### config.mk
export PLATFORM = sky130hd
export DESIGN_NAME = step_pattern_sequencer
export DESIGN_NICKNAME = d
export VERILOG_FILES = /design/src/rtl/step_pattern_sequencer.sv
export SDC_FILE = /design/constraint.sdc
export NUM_CORES = 1
export LEC_CHECK = 0
export ABC_CLOCK_PERIOD_IN_PS = 10330
export CORE_ASPECT_RATIO = 1.5
export CORE_MARGIN = 3
export CORE_UTILIZATION = 45
export DETAILED_ROUTE_END_ITERATION = 6
export PLACE_DENSITY_LB_ADDON = 0.2
export SETUP_SLACK_MARGIN = 0.02
export SLEW_MARGIN = 10
export SYNTH_ARGS = -nofsm -noshare
export SYNTH_HDL_FRONTEND = slang
export SYNTH_SLANG_ARGS = --single-unit
### constraint.sdc
create_clock -name Clock -period 10.33 [get_ports Clock]
set_clock_uncertainty 0.15 [all_clocks]
set_input_delay 1.5495 -clock Clock [delete_from_list [all_inputs] [get_ports Clock]]
set_output_delay 1.5495 -clock Clock [all_outputs]
set_load 0.01 [all_outputs]
### src/rtl/step_pattern_sequencer.sv
// Programmable STEPS x TONES on/off grid played one column per Step pulse,
// repeated Loops times, driving the tone generator's Select mask.
module step_pattern_sequencer #(
  parameter int STEPS = 16,
  parameter int TONES = 12,
  parameter int SW    = $clog2(STEPS)
) (
  input  logic             Clock,
  input  logic             Reset,
  input  logic             nStart,
  input  logic             Step,
  input  logic [7:0]       Loops,
  input  logic             WrEn,
  input  logic [SW-1:0]    WrAddr,
  input  logic [TONES-1:0] WrData,
  output logic [TONES-1:0] Select,
  output logic [SW-1:0]    StepIdx,
  output logic             StepStrobe,
  output logic             Play,
  output logic             Done
);

  typedef enum logic [1:0] {
    IDLE = 2'd0,
    PLAY = 2'd1,
    DONE = 2'd2
  } state_t;

  localparam logic [SW-1:0] LAST_IDX = SW'(STEPS - 1);

  state_t           state, state_next;
  logic [TONES-1:0] mem [STEPS];
  logic [SW-1:0]    idx, idx_next;
  logic [7:0]       loop_cnt, loop_next;
  logic [TONES-1:0] select_q, select_next;
  logic             strobe_q, strobe_next;
  logic             nstart_q;
  logic             armed;
  logic             start;
  logic             last_loop;

  // A start needs nStart to have been seen high since reset, so a start
  // button held down through a reset cannot immediately relaunch playback.
  assign start     = armed & nstart_q & ~nStart;
  assign last_loop = (loop_cnt == (Loops - 8'd1));

  always_ff @(posedge Clock or posedge Reset) begin
    if (Reset) begin
      nstart_q <= 1'b1;
      armed    <= 1'b0;
    end else begin
      nstart_q <= nStart;
      armed    <= armed | nStart;
    end
  end

  always_ff @(posedge Clock or posedge Reset) begin
    if (Reset) begin
      for (int i = 0; i < STEPS; i++) mem[i] <= '0;
    end else if (WrEn) begin
      mem[WrAddr] <= WrData;
    end
  end

  always_ff @(posedge Clock or posedge Reset) begin
    if (Reset) begin
      state    <= IDLE;
      idx      <= '0;
      loop_cnt <= '0;
      select_q <= '0;
      strobe_q <= 1'b0;
    end else begin
      state    <= state_next;
      idx      <= idx_next;
      loop_cnt <= loop_next;
      select_q <= select_next;
      strobe_q <= strobe_next;
    end
  end

  // Start wins over a coincident Step; the last Step of the last loop ends the run.
  always_comb begin
    state_next  = state;
    idx_next    = idx;
    loop_next   = loop_cnt;
    strobe_next = 1'b0;
    unique case (state)
      IDLE: begin
        if (start) begin
          idx_next  = '0;
          loop_next = '0;
          if (Loops != 8'd0) begin
            state_next  = PLAY;
            strobe_next = 1'b1;
          end else begin
            state_next = DONE;
          end
        end
      end
      PLAY: begin
        if (start) begin
          idx_next    = '0;
          loop_next   = '0;
          strobe_next = 1'b1;
        end else if (Step) begin
          if (idx != LAST_IDX) begin
            idx_next    = idx + 1'b1;
            strobe_next = 1'b1;
          end else if (!last_loop) begin
            idx_next    = '0;
            loop_next   = loop_cnt + 8'd1;
            strobe_next = 1'b1;
          end else begin
            state_next = DONE;
            idx_next   = '0;
          end
        end
      end
      DONE: begin
        state_next = IDLE;
        idx_next   = '0;
      end
      default: begin
        state_next = IDLE;
        idx_next   = '0;
      end
    endcase
  end

  // Reading the memory every cycle lets a write to the playing column reach
  // Select one cycle after the write edge.
  always_comb begin
    select_next = '0;
    if (state_next == PLAY) select_next = mem[idx_next];
  end

  assign Select     = select_q;
  assign StepIdx    = idx;
  assign StepStrobe = strobe_q;
  assign Play       = (state == PLAY);
  assign Done       = (state == DONE);

endmodule
# Word-level counts from Yosys, hierarchy flattened
# Cells that the tools add are included.
# classes
eq_ne,9
muxes,32
n_lt_le_gt_ge,3
n_bitwise,6
n_reduce_logical,5
addsub,3
# op_table
operator,n
192-bit bitwise mux,1
12-bit binary-select mux with 4-bit select,1
12-bit demux with 4-bit select,1
12-bit 2-to-1 mux,4
8-bit 2-to-1 mux,5
4-bit 2-to-1 mux,4
8-bit case mux with 2 select lines,1
2-bit 2-to-1 mux,6
"5-bit >= comparator, second input constant",2
4-bit inverter with 5-bit output,2
"8-bit by 1-bit adder with 8-bit output, second input constant",1
8-bit equality test,1
4-bit case mux with 2 select lines,1
8-bit nonzero test,1
"8-bit by 1-bit subtractor with 8-bit output, second input constant",1
1-bit 2-to-1 mux,6
"3-bit inequality test, second input constant",2
"5-bit by 1-bit less-than comparator with 1-bit output, second input constant",1
5-bit AND reduction,1
"4-bit by 1-bit adder with 4-bit output, second input constant",1
"2-bit by 1-bit equality test with 1-bit output, second input constant",2
"4-bit inequality test, second input constant",1
2-bit case mux with 2 select lines,1
"3-bit by 2-bit inequality test with 1-bit output, second input constant",1
9 further kinds,10
# word_totals
register_bits,221
output_inout_bits,19
inputBits,29

# Logic depth before layout (Yosys ltp)
# Gate-level depths: netlist (run 1).
# logic_depth
ltp_word,10
mapped_depth,12

# Least setup slack after synthesis (run 1)
# OpenSTA, ideal clock, no wires.
# synth_path
path_kind,input-to-reg
startpoint,in Loops[2]
endpoint,"reg select_q[10], in the netlist Select[10]"
setup_time_ns,0.141
arrival_ns,3.228
path_slack_ns,6.811
required_time_ns,10.039
path_stages,6
cell_sequence,or4_1 > or4b_2 > a21oi_1 > a311o_2 > buf_4 > a211oi_1
# synth_via
elab_chain_cells,9
word_cells_on_any_way,12
# synth_rtl
item,line,rtl
"start, declared",12,"input logic [7:0] Loops,"
8-bit by 1-bit subtractor with 8-bit output,45,assign last_loop = (loop_cnt == (Loops - 8'd1));
8-bit equality test,45,
2-bit 2-to-1 mux,109,end else if (!last_loop) begin
2-bit 2-to-1 mux,106,if (idx != LAST_IDX) begin
2-bit 2-to-1 mux,105,end else if (Step) begin
2-bit 2-to-1 mux,101,if (start) begin
2-bit case mux with 2 select lines *,87,unique case (state)
2-bit by 1-bit equality test with 1-bit output *,134,if (state_next == PLAY) select_next = mem[idx_next];
12-bit 2-to-1 mux *,134,
named net select_next[10],35,"logic [TONES-1:0] select_q, select_next;"
"end signal, assigned",76,select_q <= select_next;
"end, declared",35,
# The timed path passes the listed nets; every way through them passes the cells marked *.
# A chain may end at the register's enable or synchronous reset.

# Worst setup path after layout (run 1)
# layout_path
startpoint,in Step
endpoint,"reg select_q[6], in the netlist Select[6]"
# layout_via
elab_chain_cells,8
word_cells_on_any_way,12
# layout_rtl
item,line,rtl
"start, declared",11,"input logic Step,"
4-bit 2-to-1 mux,105,
4-bit 2-to-1 mux,101,
4-bit case mux with 2 select lines,87,
4-bit inverter with 5-bit output (implied by the code),134,
12-bit binary-select mux with 4-bit select,134,
12-bit 2-to-1 mux (implied by the code) (2 in series),134,
12-bit 2-to-1 mux *,134,
named net select_next[6],35,
# The timed path passes the listed nets; every way through them passes the cells marked *. The select of a mux whose other input is x is not followed.

==> results of run 1 <==
cell type report:
type | instances | share of cell area [%]
sequential | 221 | 47.4
multi-input combinational | 468 | 38.4
clock buffer | 32 | 5.56
timing repair buffer | 62 | 4.99
tap | 276 | 2.96
clock inverter | 4 | 0.386
inverter | 8 | 0.321
metrics by stage:
stage	util, %	std cells	cell area [um2]
after detailed placement	49.1	1035	11000
after global placement	49.1	1035	11000
after floorplan	-	752	10300
after CTS	52.2	1071	11700
after global routing	52.2	1071	11700
final	52.2	1071	11700
state kept, by name, indices dropped and copies added (netlist names):
| name | cells |
|---|---|
| mem | 192 |
| Select | 12 |
| loop_cnt | 8 |
| StepIdx | 4 |
| state | 2 |
| StepStrobe | 1 |
| armed | 1 |
| nstart_q | 1 |
synthesized netlist by cell type (3+ instances only):
cell,instances,area (um2)
buf_4,4,30.0
o221ai_1,22,193
and3_1,4,25.0
nor2_1,21,78.8
mux2_2,192,2160
nor3_1,15,75.1
xor2_1,6,52.6
o21ai_0,4,20.0
a32o_1,3,30.0
ha_1,4,50.1
a21o_1,3,22.5
xnor2_1,7,61.3
clkbuf_1,41,154
mux4_2,22,495
nor4_1,4,25.0
nand3b_1,5,37.5
mux2i_1,54,541
nand2b_1,9,56.3
nand3_1,9,45.0
buf_2,5,25.0
nand4_1,3,18.8
dfrtp_1,220,5510
and2_1,3,18.8
a21oi_1,28,140
buf_1,3,11.3
inv_1,7,26.3
nand2_1,17,63.8
power by group through the flow:
stage | Sequential [mW] | Clock (mW) | Combinational, mW
finish | 1.18 | 0.774 | 0.641
global route | 1.20 | 0.829 | 0.699
CTS | 1.18 | 0.796 | 0.649
detailed placement | 1.19 | 0 | 0.647
global placement | 1.18 | 0 | 0.625
floorplan | 1.16 | 0 | 0.463
cell families after synthesis:
group	after synthesis
multiplexers	269
XOR/XNOR	13
flip-flops	221
AND/OR/NAND/NOR	104
adder cells (fa/ha/maj)	4
AO/OA/AOI/OAI	78
buffers and inverters	63
metal layers:
metal	vias up	share of wire (%)	track usage, %
li1	2838	-	-
met1	3315	41	26.2
met2	196	51	34.9
met3	54	5.0	2.71
met4	0	3.5	7.12
met5	-	0	0
path summary, 6_finish.rpt:
check                      startpoint   endpoint  slack [ns]  depth (start not counted)
setup / recovery                 Step  Select[6]        5.71                         10
hold / removal               mem[164]   mem[164]        0.35                          1
setup reg to reg           StepIdx[0]  Select[6]        6.55                         10
hold reg to reg              mem[164]   mem[164]        0.35                          1
max in group asynchronous       Reset   mem[114]        7.02                          3
min in group asynchronous       Reset    mem[91]        1.57                          2
==> impl_results.rst, run 1 <==
.. list-table::
   :header-rows: 1

   * - Metric
     - Value
   * - Worst-case vdd ir drop
     - 0.000105 V
   * - Arrival @ worst endpoint
     - 4.83 ns
   * - Fraction of final layout cells sized beyond drive strength 1
     - 34.2%
   * - Outcome
     - completed
   * - Buffers plus inverters on the worst setup path
     - 4
   * - Switching power as a share of total power
     - 27.6%
   * - Leading cell type in the layout, fill and taps excluded
     - dfrtp_1
   * - Area added between synthesis and finish
     - 13.4%
   * - Clock latency on the worst-skew pair
     - 0.50 ns
   * - Share of the yosys chip area belonging to registers
     - 53.7%
   * - Synthesized Nets
     - 785
   * - Count of boundary I/O pins
     - 48
   * - Adder-cell share of the synthesized area
     - 0.486%
   * - Number of fill cells in the layout
     - 1840
   * - Placeable core region
     - 0.0224 mm2
   * - Simple-gate share of the synthesized area
     - 5.30%
   * - Standby leakage power
     - 5.10 nW
   * - Sum of internal, switching and leakage power
     - 2.59 mW
   * - TritonCTS buffer count
     - 22
   * - Flip-flop and latch count after synthesis
     - 221
   * - Starting DRT DRC Count
     - 318
   * - Gates resized, CTS repair
     - 0
   * - Via count of the first global-routing pass
     - 6793
   * - Clock slew seen by the registers of the worst setup and hold paths
     - 0.06 ns
   * - Number of vias in the routed layout
     - 6403
   * - Number of port buffers
     - 47
   * - Critical Path Sink Type
     - register
   * - Max-cap violations
     - 0
   * - Standard-cell rows
     - 67
   * - GRT Overall Usage
     - 20.3%
   * - Post-synthesis mux area share
     - 31.3%
   * - Post-synthesis share of cell area spent on xor and xnor gates
     - 1.11%
   * - Worst setup path category
     - primary input to register
   * - Pin count of the biggest net entering global routing
     - 159
   * - Smallest setup slack after layout
     - 5.71 ns
   * - Commonest cells after routing, fill and taps aside
     - 220 x dfrtp_1, 192 x mux2_2, 54 x mux2i_1
   * - Total number of yosys warnings
     - 0
   * - Synthesized netlist cell count
     - 752
   * - Die Y
     - 191 um
   * - Max incr delay on CP
     - 0.76 ns
   * - Max-slew headroom
     - 29.8%
   * - Grt ovf
     - 0
   * - Number of sinks handled by clock tree synthesis
     - 221
   * - Cell at the root of the clock tree
     - clkbuf_16
   * - Final weighted congestion in routability-driven placement
     - 0.804
   * - Antenna cells
     - 0
   * - Tcrit/Tclk final
     - 44.7%
   * - Die X
     - 129 um
   * - Starting Density
     - 46.0%
   * - Maximum fanout along the worst path
     - 29
   * - Achievable Freq
     - 216 MHz
   * - Detailed Place HPWL
     - 15.3 mm
   * - Number of nets in the finished design
     - 816
   * - Remaining antenna violation count after routing
     - 0
   * - Unrepaired setup endpoints after global routing
     - false
   * - Clock tree from TritonCTS
     - yes
   * - Global-route wire length before repair
     - 38.5 mm
   * - Iteration count of the initial detailed-routing pass
     - 4
   * - Residual DRC
     - 0
   * - Number of flops mapped to enable cells by yosys
     - 0
   * - Critical path's most frequent cell
     - buf_4
   * - Hold buffer count at cts
     - 0
   * - Count of H-tree levels built during CTS
     - 1
   * - Net Switching
     - 0.715 mW
   * - Total Routed Length
     - 24.7 mm
   * - Slowest-stage cell, CP
     - inv_2
   * - Clock period minus final worst setup slack
     - 4.62 ns
   * - Final setup viols
     - 0
   * - Async S/R FF share, synth
     - 100%
   * - Internal power
     - 1.87 mW
   * - Mean area per synthesized cell
     - 13.7 um2
   * - Dominant delay contributor by cell family on the critical path
     - buffers and inverters
   * - Clk network pwr share
     - 29.9%
   * - Commonest register cell after synthesis
     - dfrtp_1
   * - Areal power density over the cells
     - 222 mW/mm2
   * - Worst hold margin
     - 0.350 ns
   * - Slew of the pin with the lowest slew margin
     - 1.05 ns
   * - Cell variety after synth
     - 56
   * - Total area of sequential cells
     - 0.00553 mm2
   * - Power share of the combinational group
     - 24.7%
   * - Fraction of the mapped netlist area in compound gates
     - 5.39%
   * - Cells along the critical path
     - clkdlybuf4s50_1 -> nand2_2 -> mux2i_4 -> buf_4 -> nand2b_1 -> buf_4 -> inv_2 -> mux4_2 -> a21oi_1 -> nor3_1
   * - Final routed wire length divided by cell count
     - 23.0 um
   * - Cell area after technology mapping
     - 0.0103 mm2
   * - Die area
     - 0.0248 mm2
   * - Combinational family with the most area after synthesis
     - multiplexers
   * - Mean number of vias per cell
     - 5.98
   * - Number of buffers on the longest clock path
     - 3
   * - Final total negative setup slack
     - 0 ns
   * - Crit path launch type
     - primary input
   * - Type of the worst min-delay path
     - register to register
   * - Share of power burned in registers
     - 45.4%
   * - Number of antenna violations at the first check in global routing
     - 0
   * - Number of hold violations in the final report
     - 0
   * - Fin. max-slew vios
     - 0
   * - Required @ worst endpoint
     - 10.54 ns
   * - Post CTS Setup Buffer Count
     - 0
   * - Worst setup timing slack at the placement stage
     - 5.18 ns
   * - Multi-input logic area
     - 0.00448 mm2
No activity file was read; power rests on OpenSTA's default activity.
==> inputs of run 2 (changes only) <==
--- a/config.mk
+++ b/config.mk
@@ -5,7 +5,7 @@
 export SDC_FILE = /design/constraint.sdc
 export NUM_CORES = 1
 export LEC_CHECK = 0
-export ABC_CLOCK_PERIOD_IN_PS = 10330
+export ABC_CLOCK_PERIOD_IN_PS = 4800
 export CORE_ASPECT_RATIO = 1.5
 export CORE_MARGIN = 3
 export CORE_UTILIZATION = 45
==> constraint.sdc (replaced) <==
create_clock -name Clock -period 4.8 [get_ports Clock]
set_clock_uncertainty 0.15 [all_clocks]
set_input_delay 0.72 -clock Clock [delete_from_list [all_inputs] [get_ports Clock]]
set_output_delay 0.72 -clock Clock [all_outputs]
set_load 0.01 [all_outputs]
==> run 2 against run 1 <==
Against the previous run:
- via count grew 0.73%
- critical endpoint is now loop_cnt[3]
- first-iteration DRC count grew 3.5%
- sequential power rose by 120%
- core utilization increased by 0.58 points
==> impl_results.rst, run 2 (synthesis gave the netlist of run 1 again) <==
.. list-table::
   :header-rows: 1

   * - Metric
     - Value
   * - Max incr delay on CP
     - 0.72 ns
   * - Cells along the critical path
     - clkdlybuf4s50_1 -> inv_1 -> ha_1 -> xor2_1 -> nor4_1 -> a32oi_1 -> nand2_1 -> a21oi_1 -> a41oi_1 -> o31ai_1
   * - TritonCTS buffer count
     - 23
   * - Met1 capacity usage during global routing
     - 26.1%
   * - Areal power density over the cells
     - 487 mW/mm2
   * - Antenna cells
     - 0
   * - Critical Path Sink Type
     - register
   * - Max-cap violations
     - 0
   * - Post CTS Setup Buffer Count
     - 0
   * - Die X
     - 129 um
   * - Grt ovf
     - 0
   * - Worst Hold Endpoint
     - armed
   * - Number of vias in the routed layout
     - 6450
   * - Number of cells on the worst reg-to-reg path
     - 9
   * - Placement Cell Area
     - 0.0110 mm2
   * - Worst reg2reg setup slack
     - 1.77 ns
   * - Starting DRT DRC Count
     - 329
   * - Met2 demand-to-capacity share in global routing
     - 37.0%
   * - Final standard cell area without fillers
     - 0.0118 mm2
   * - Cell total after placement
     - 1039
   * - Tcrit/Tclk final
     - 65.9%
   * - Number of port buffers
     - 47
   * - Number of nets in the finished design
     - 821
   * - Count of H-tree levels built during CTS
     - 1
   * - Number of hold violations in the final report
     - 0
   * - Worst R2R Start
     - StepIdx[0]
   * - Buffers plus inverters on the worst setup path
     - 2
   * - M3 GR Usage
     - 2.66%
   * - Iteration count of the initial detailed-routing pass
     - 4
   * - Worst-case vdd ir drop
     - 0.000239 V
   * - Leading cell type in the layout, fill and taps excluded
     - dfrtp_1
   * - Number of sinks handled by clock tree synthesis
     - 221
   * - Dominant delay contributor by cell family on the critical path
     - compound AO/OA/AOI/OAI gates
   * - Number of flip-flops in the largest register
     - 192
   * - Final total negative setup slack
     - 0 ns
   * - Top reg by flops
     - mem
   * - Busiest grt layer
     - met2
   * - Unrepaired setup endpoints after global routing
     - false
   * - Final std cells w/o fill
     - 1081
   * - GRT Overall Usage
     - 21.0%
   * - Capturing point of the worst reg2reg path
     - Select[4]
   * - Crit path launch type
     - primary input
   * - Standby leakage power
     - 5.15 nW
   * - Cell at the root of the clock tree
     - clkbuf_16
   * - Required @ worst endpoint
     - 5.05 ns
   * - Hold buffer count at cts
     - 0
   * - Remaining antenna violation count after routing
     - 0
   * - Total Routed Length
     - 25.7 mm
   * - Residual DRC
     - 0
   * - Gates resized, CTS repair
     - 0
   * - Placeable core region
     - 0.0224 mm2
   * - Die Y
     - 191 um
   * - Clock slew seen by the registers of the worst setup and hold paths
     - 0.06 ns
   * - Slew of the pin with the lowest slew margin
     - 1.09 ns
   * - Global-route wire length before repair
     - 40.1 mm
   * - Worst hold margin
     - 0.343 ns
   * - Final weighted congestion in routability-driven placement
     - 0.795
   * - Number of antenna violations at the first check in global routing
     - 0
   * - Clock latency on the worst-skew pair
     - 0.51 ns
   * - Via count of the first global-routing pass
     - 7074
   * - Slowest-stage cell, CP
     - a21oi_1
   * - Arrival @ worst endpoint
     - 3.41 ns
   * - Hold Path Origin
     - armed
   * - Standard-cell rows
     - 67
   * - Maximum fanout along the worst path
     - 14
   * - Worst setup path category
     - primary input to register
   * - Area added between synthesis and finish
     - 14.7%
   * - Commonest cells after routing, fill and taps aside
     - 220 x dfrtp_1, 192 x mux2_2, 54 x mux2i_1
   * - Number of cells on the worst hold path
     - 1
   * - Max-slew headroom
     - 27.4%
   * - Clock period minus final worst setup slack
     - 3.16 ns
   * - Number of buffers on the longest clock path
     - 3
   * - Detailed Place HPWL
     - 16.3 mm
   * - Pin count of the biggest net entering global routing
     - 173
   * - Die area
     - 0.0248 mm2
   * - Clock tree from TritonCTS
     - yes
   * - Achievable Freq
     - 316 MHz
   * - Starting Density
     - 46.0%
   * - Fraction of final layout cells sized beyond drive strength 1
     - 35.2%
   * - Type of the worst min-delay path
     - register to register
   * - Final routed wire length divided by cell count
     - 23.7 um
   * - Mean number of vias per cell
     - 5.97
   * - Fin. max-slew vios
     - 0
   * - Count of boundary I/O pins
     - 48
   * - Outcome
     - completed
   * - Final setup viols
     - 0
run 2: stage by stage:
stage               utilization, %  setup slack [ns]  total power, mW
floorplan                        -              1.05             3.50
global route                  52.7              1.40             6.04
CTS                           52.7              1.63             5.82
finish                        52.7              1.64             5.75
global placement              49.3              1.15             3.92
detailed placement            49.3              1.12             4.00
run 2: where the power goes:
group / leakage [nW] / total (mW) / switching, mW / internal (mW)
Clock: 0.375 / 1.80 / 0.725 / 1.07
Sequential: 2.72 / 2.54 / 0.243 / 2.30
Combinational: 2.06 / 1.41 / 0.646 / 0.766
run 2: layout make-up:
class	count	area (um2)
inverter	8	33.8
timing repair buffer	66	638
tap	276	345
clock inverter	9	108
sequential	221	5530
clock buffer	33	663
multi-input combinational	468	4490
fill	1831	10600
run 2: how the worst max path moves through the flow:
stage	start	end	slack (ns)	depth (start not counted)
after floorplan	Reset	Select[0]	1.05	1
after global placement	nStart	Select[2]	1.15	9
final	Loops[0]	loop_cnt[3]	1.64	10
after global routing	Loops[0]	loop_cnt[3]	1.40	10
after detailed placement	nStart	Select[2]	1.12	9
after CTS	nStart	Select[2]	1.63	9
run 2: worst reg2reg max path, stage by stage, from the launching register on:
cell	delay [ns]
dfrtp_1	0.46
ha_1	0.28
nand3_1	0.12
xnor2_1	0.23
nand2_1	0.10
inv_1	0.08
nand2_1	0.63
o221ai_1	0.50
a21oi_1	0.09
nor3_1	0.28
run 2: metal layers:
| metal | wire length [um] | part of all wire [%] |
|---|---|---|
| met2 | 13200 | 51 |
| met5 | 0 | 0 |
| met3 | 1110 | 4.3 |
| met1 | 10300 | 40 |
| met4 | 989 | 3.9 |
==> inputs of run 3 (changes only) <==
--- a/config.mk
+++ b/config.mk
@@ -5,7 +5,7 @@
 export SDC_FILE = /design/constraint.sdc
 export NUM_CORES = 1
 export LEC_CHECK = 0
-export ABC_CLOCK_PERIOD_IN_PS = 4800
+export ABC_CLOCK_PERIOD_IN_PS = 3200
 export CORE_ASPECT_RATIO = 1.5
 export CORE_MARGIN = 3
 export CORE_UTILIZATION = 45
==> constraint.sdc (replaced) <==
create_clock -name Clock -period 3.2 [get_ports Clock]
set_clock_uncertainty 0.15 [all_clocks]
set_input_delay 0.48 -clock Clock [delete_from_list [all_inputs] [get_ports Clock]]
set_output_delay 0.48 -clock Clock [all_outputs]
set_load 0.01 [all_outputs]
==> run 3 against run 2 <==
Against the previous run:
- non-clock buffer count up 22
- critical path type is now register to register
- clock-buffer cell count down 5
- combinational power up 53%
- hold slack worse by 0.18 ns
- flip-flop and latch count unchanged
- die area did not move
==> impl_results.rst, run 3 (synthesis gave the netlist of run 1 again) <==
.. list-table::
   :header-rows: 1

   * - Metric
     - Value
   * - GRT Overall Usage
     - 21.0%
   * - Number of flip-flops in the largest register
     - 192
   * - Clock latency on the worst-skew pair
     - 0.50 ns
   * - Final standard cell area without fillers
     - 0.0121 mm2
   * - Pin count of the biggest net entering global routing
     - 108
   * - Max-slew headroom
     - 47.8%
   * - Remaining antenna violation count after routing
     - 0
   * - Number of buffers on the longest clock path
     - 3
   * - Detailed Place HPWL
     - 16.3 mm
   * - Dominant delay contributor by cell family on the critical path
     - multiplexers
   * - Number of hold violations in the final report
     - 0
   * - Max-cap violations
     - 0
   * - Count of boundary I/O pins
     - 48
   * - Outcome
     - completed
   * - Via count of the first global-routing pass
     - 7087
   * - Number of vias in the routed layout
     - 6473
   * - Fin. max-slew vios
     - 0
   * - Hold buffer count at cts
     - 0
   * - Die X
     - 129 um
   * - Critical Path Sink Type
     - register
   * - Maximum fanout along the worst path
     - 18
   * - Areal power density over the cells
     - 725 mW/mm2
   * - Tcrit/Tclk final
     - 89.9%
   * - Global-route wire length before repair
     - 39.9 mm
   * - Mean number of vias per cell
     - 5.87
   * - Number of port buffers
     - 47
   * - Final routed wire length divided by cell count
     - 23.1 um
   * - Crit path launch type
     - register
   * - Number of nets in the finished design
     - 843
   * - Clock period minus final worst setup slack
     - 2.88 ns
   * - Slew of the pin with the lowest slew margin
     - 0.782 ns
   * - Worst-case vdd ir drop
     - 0.000364 V
   * - Arrival @ worst endpoint
     - 3.10 ns
   * - Fraction of final layout cells sized beyond drive strength 1
     - 36.9%
   * - Clock tree from TritonCTS
     - yes
   * - Count of H-tree levels built during CTS
     - 1
   * - Top reg by flops
     - mem
   * - Achievable Freq
     - 347 MHz
   * - Final weighted congestion in routability-driven placement
     - 0.841
   * - Antenna cells
     - 0
   * - Unrepaired setup endpoints after global routing
     - false
   * - Grt ovf
     - 0
   * - Slowest-stage cell, CP
     - mux4_2
   * - Die Y
     - 191 um
   * - Die area
     - 0.0248 mm2
   * - Gates resized, CTS repair
     - 0
   * - Starting DRT DRC Count
     - 393
   * - Cell at the root of the clock tree
     - clkbuf_16
   * - Commonest cells after routing, fill and taps aside
     - 220 x dfrtp_1, 192 x mux2_2, 54 x mux2i_1
   * - Type of the worst min-delay path
     - primary input to asynchronous set/reset pin
   * - Number of sinks handled by clock tree synthesis
     - 221
   * - Clock slew seen by the registers of the worst setup and hold paths
     - 0.06 ns
   * - Standby leakage power
     - 5.29 nW
   * - Max incr delay on CP
     - 0.52 ns
   * - Leading cell type in the layout, fill and taps excluded
     - dfrtp_1
   * - Final core area utilization
     - 53.9%
   * - Worst setup path category
     - register to register
   * - Post CTS Setup Buffer Count
     - 0
   * - Cells along the critical path
     - ha_1 -> a31oi_1 -> mux2i_4 -> nand2b_1 -> inv_2 -> buf_12 -> mux4_2 -> a21oi_1 -> nor3_1
   * - Starting Density
     - 46.0%
   * - Buffers plus inverters on the worst setup path
     - 2
   * - Required @ worst endpoint
     - 3.42 ns
   * - Standard-cell rows
     - 67
   * - Iteration count of the initial detailed-routing pass
     - 4
   * - Area added between synthesis and finish
     - 17.2%
   * - TritonCTS buffer count
     - 23
   * - Total Routed Length
     - 25.5 mm
   * - Residual DRC
     - 0
   * - Final total negative setup slack
     - 0 ns
   * - Final std cells w/o fill
     - 1102
   * - Number of antenna violations at the first check in global routing
     - 0
   * - Placeable core region
     - 0.0224 mm2
   * - Cell total after placement
     - 1061
   * - Final setup viols
     - 0
   * - Placement Cell Area
     - 0.0113 mm2
run 3: metal layers:
layer	GRT usage, %	part of all wire [%]
met1	26.1	40
met2	38.5	53
met3	2.24	3.7
met4	5.92	2.5
met5	0	0
run 3: cell type report:
cell class	count	area, um2
inverters	8	33.8
well taps	276	345
multi-input cells	468	4480
repair buffers	88	878
flip-flops and latches	221	5530
clock inverters	13	176
clock buffers	28	614
fillers	1825	10300
run 3: path summary, 6_finish.rpt:
check,startpoint,endpoint,slack (ns),cells past startpoint
worst max-delay path,StepIdx[0],Select[7],0.32,9
min in group Clock,nStart,nstart_q,0.30,1
worst min-delay path,Reset,mem[72],0.16,2
worst min register to register,armed,armed,0.35,1
worst max register to register,StepIdx[0],Select[7],0.32,9
max in group asynchronous,Reset,mem[58],1.83,3
run 3: metrics by stage:
stage	power (mW)	hold slack (ns)	setup slack, ns
global route	9.18	0.185	0.230
detailed placement	6.04	0.337	0.0689
finish	8.74	0.163	0.322
global placement	5.93	0.328	0.157
CTS	8.85	0.154	0.303
floorplan	5.26	0.305	-0.311
run 3: report_power, final:
group	internal [mW]	switching (mW)
registers	3.45	0.356
logic	1.20	0.966
clock network	1.69	1.08
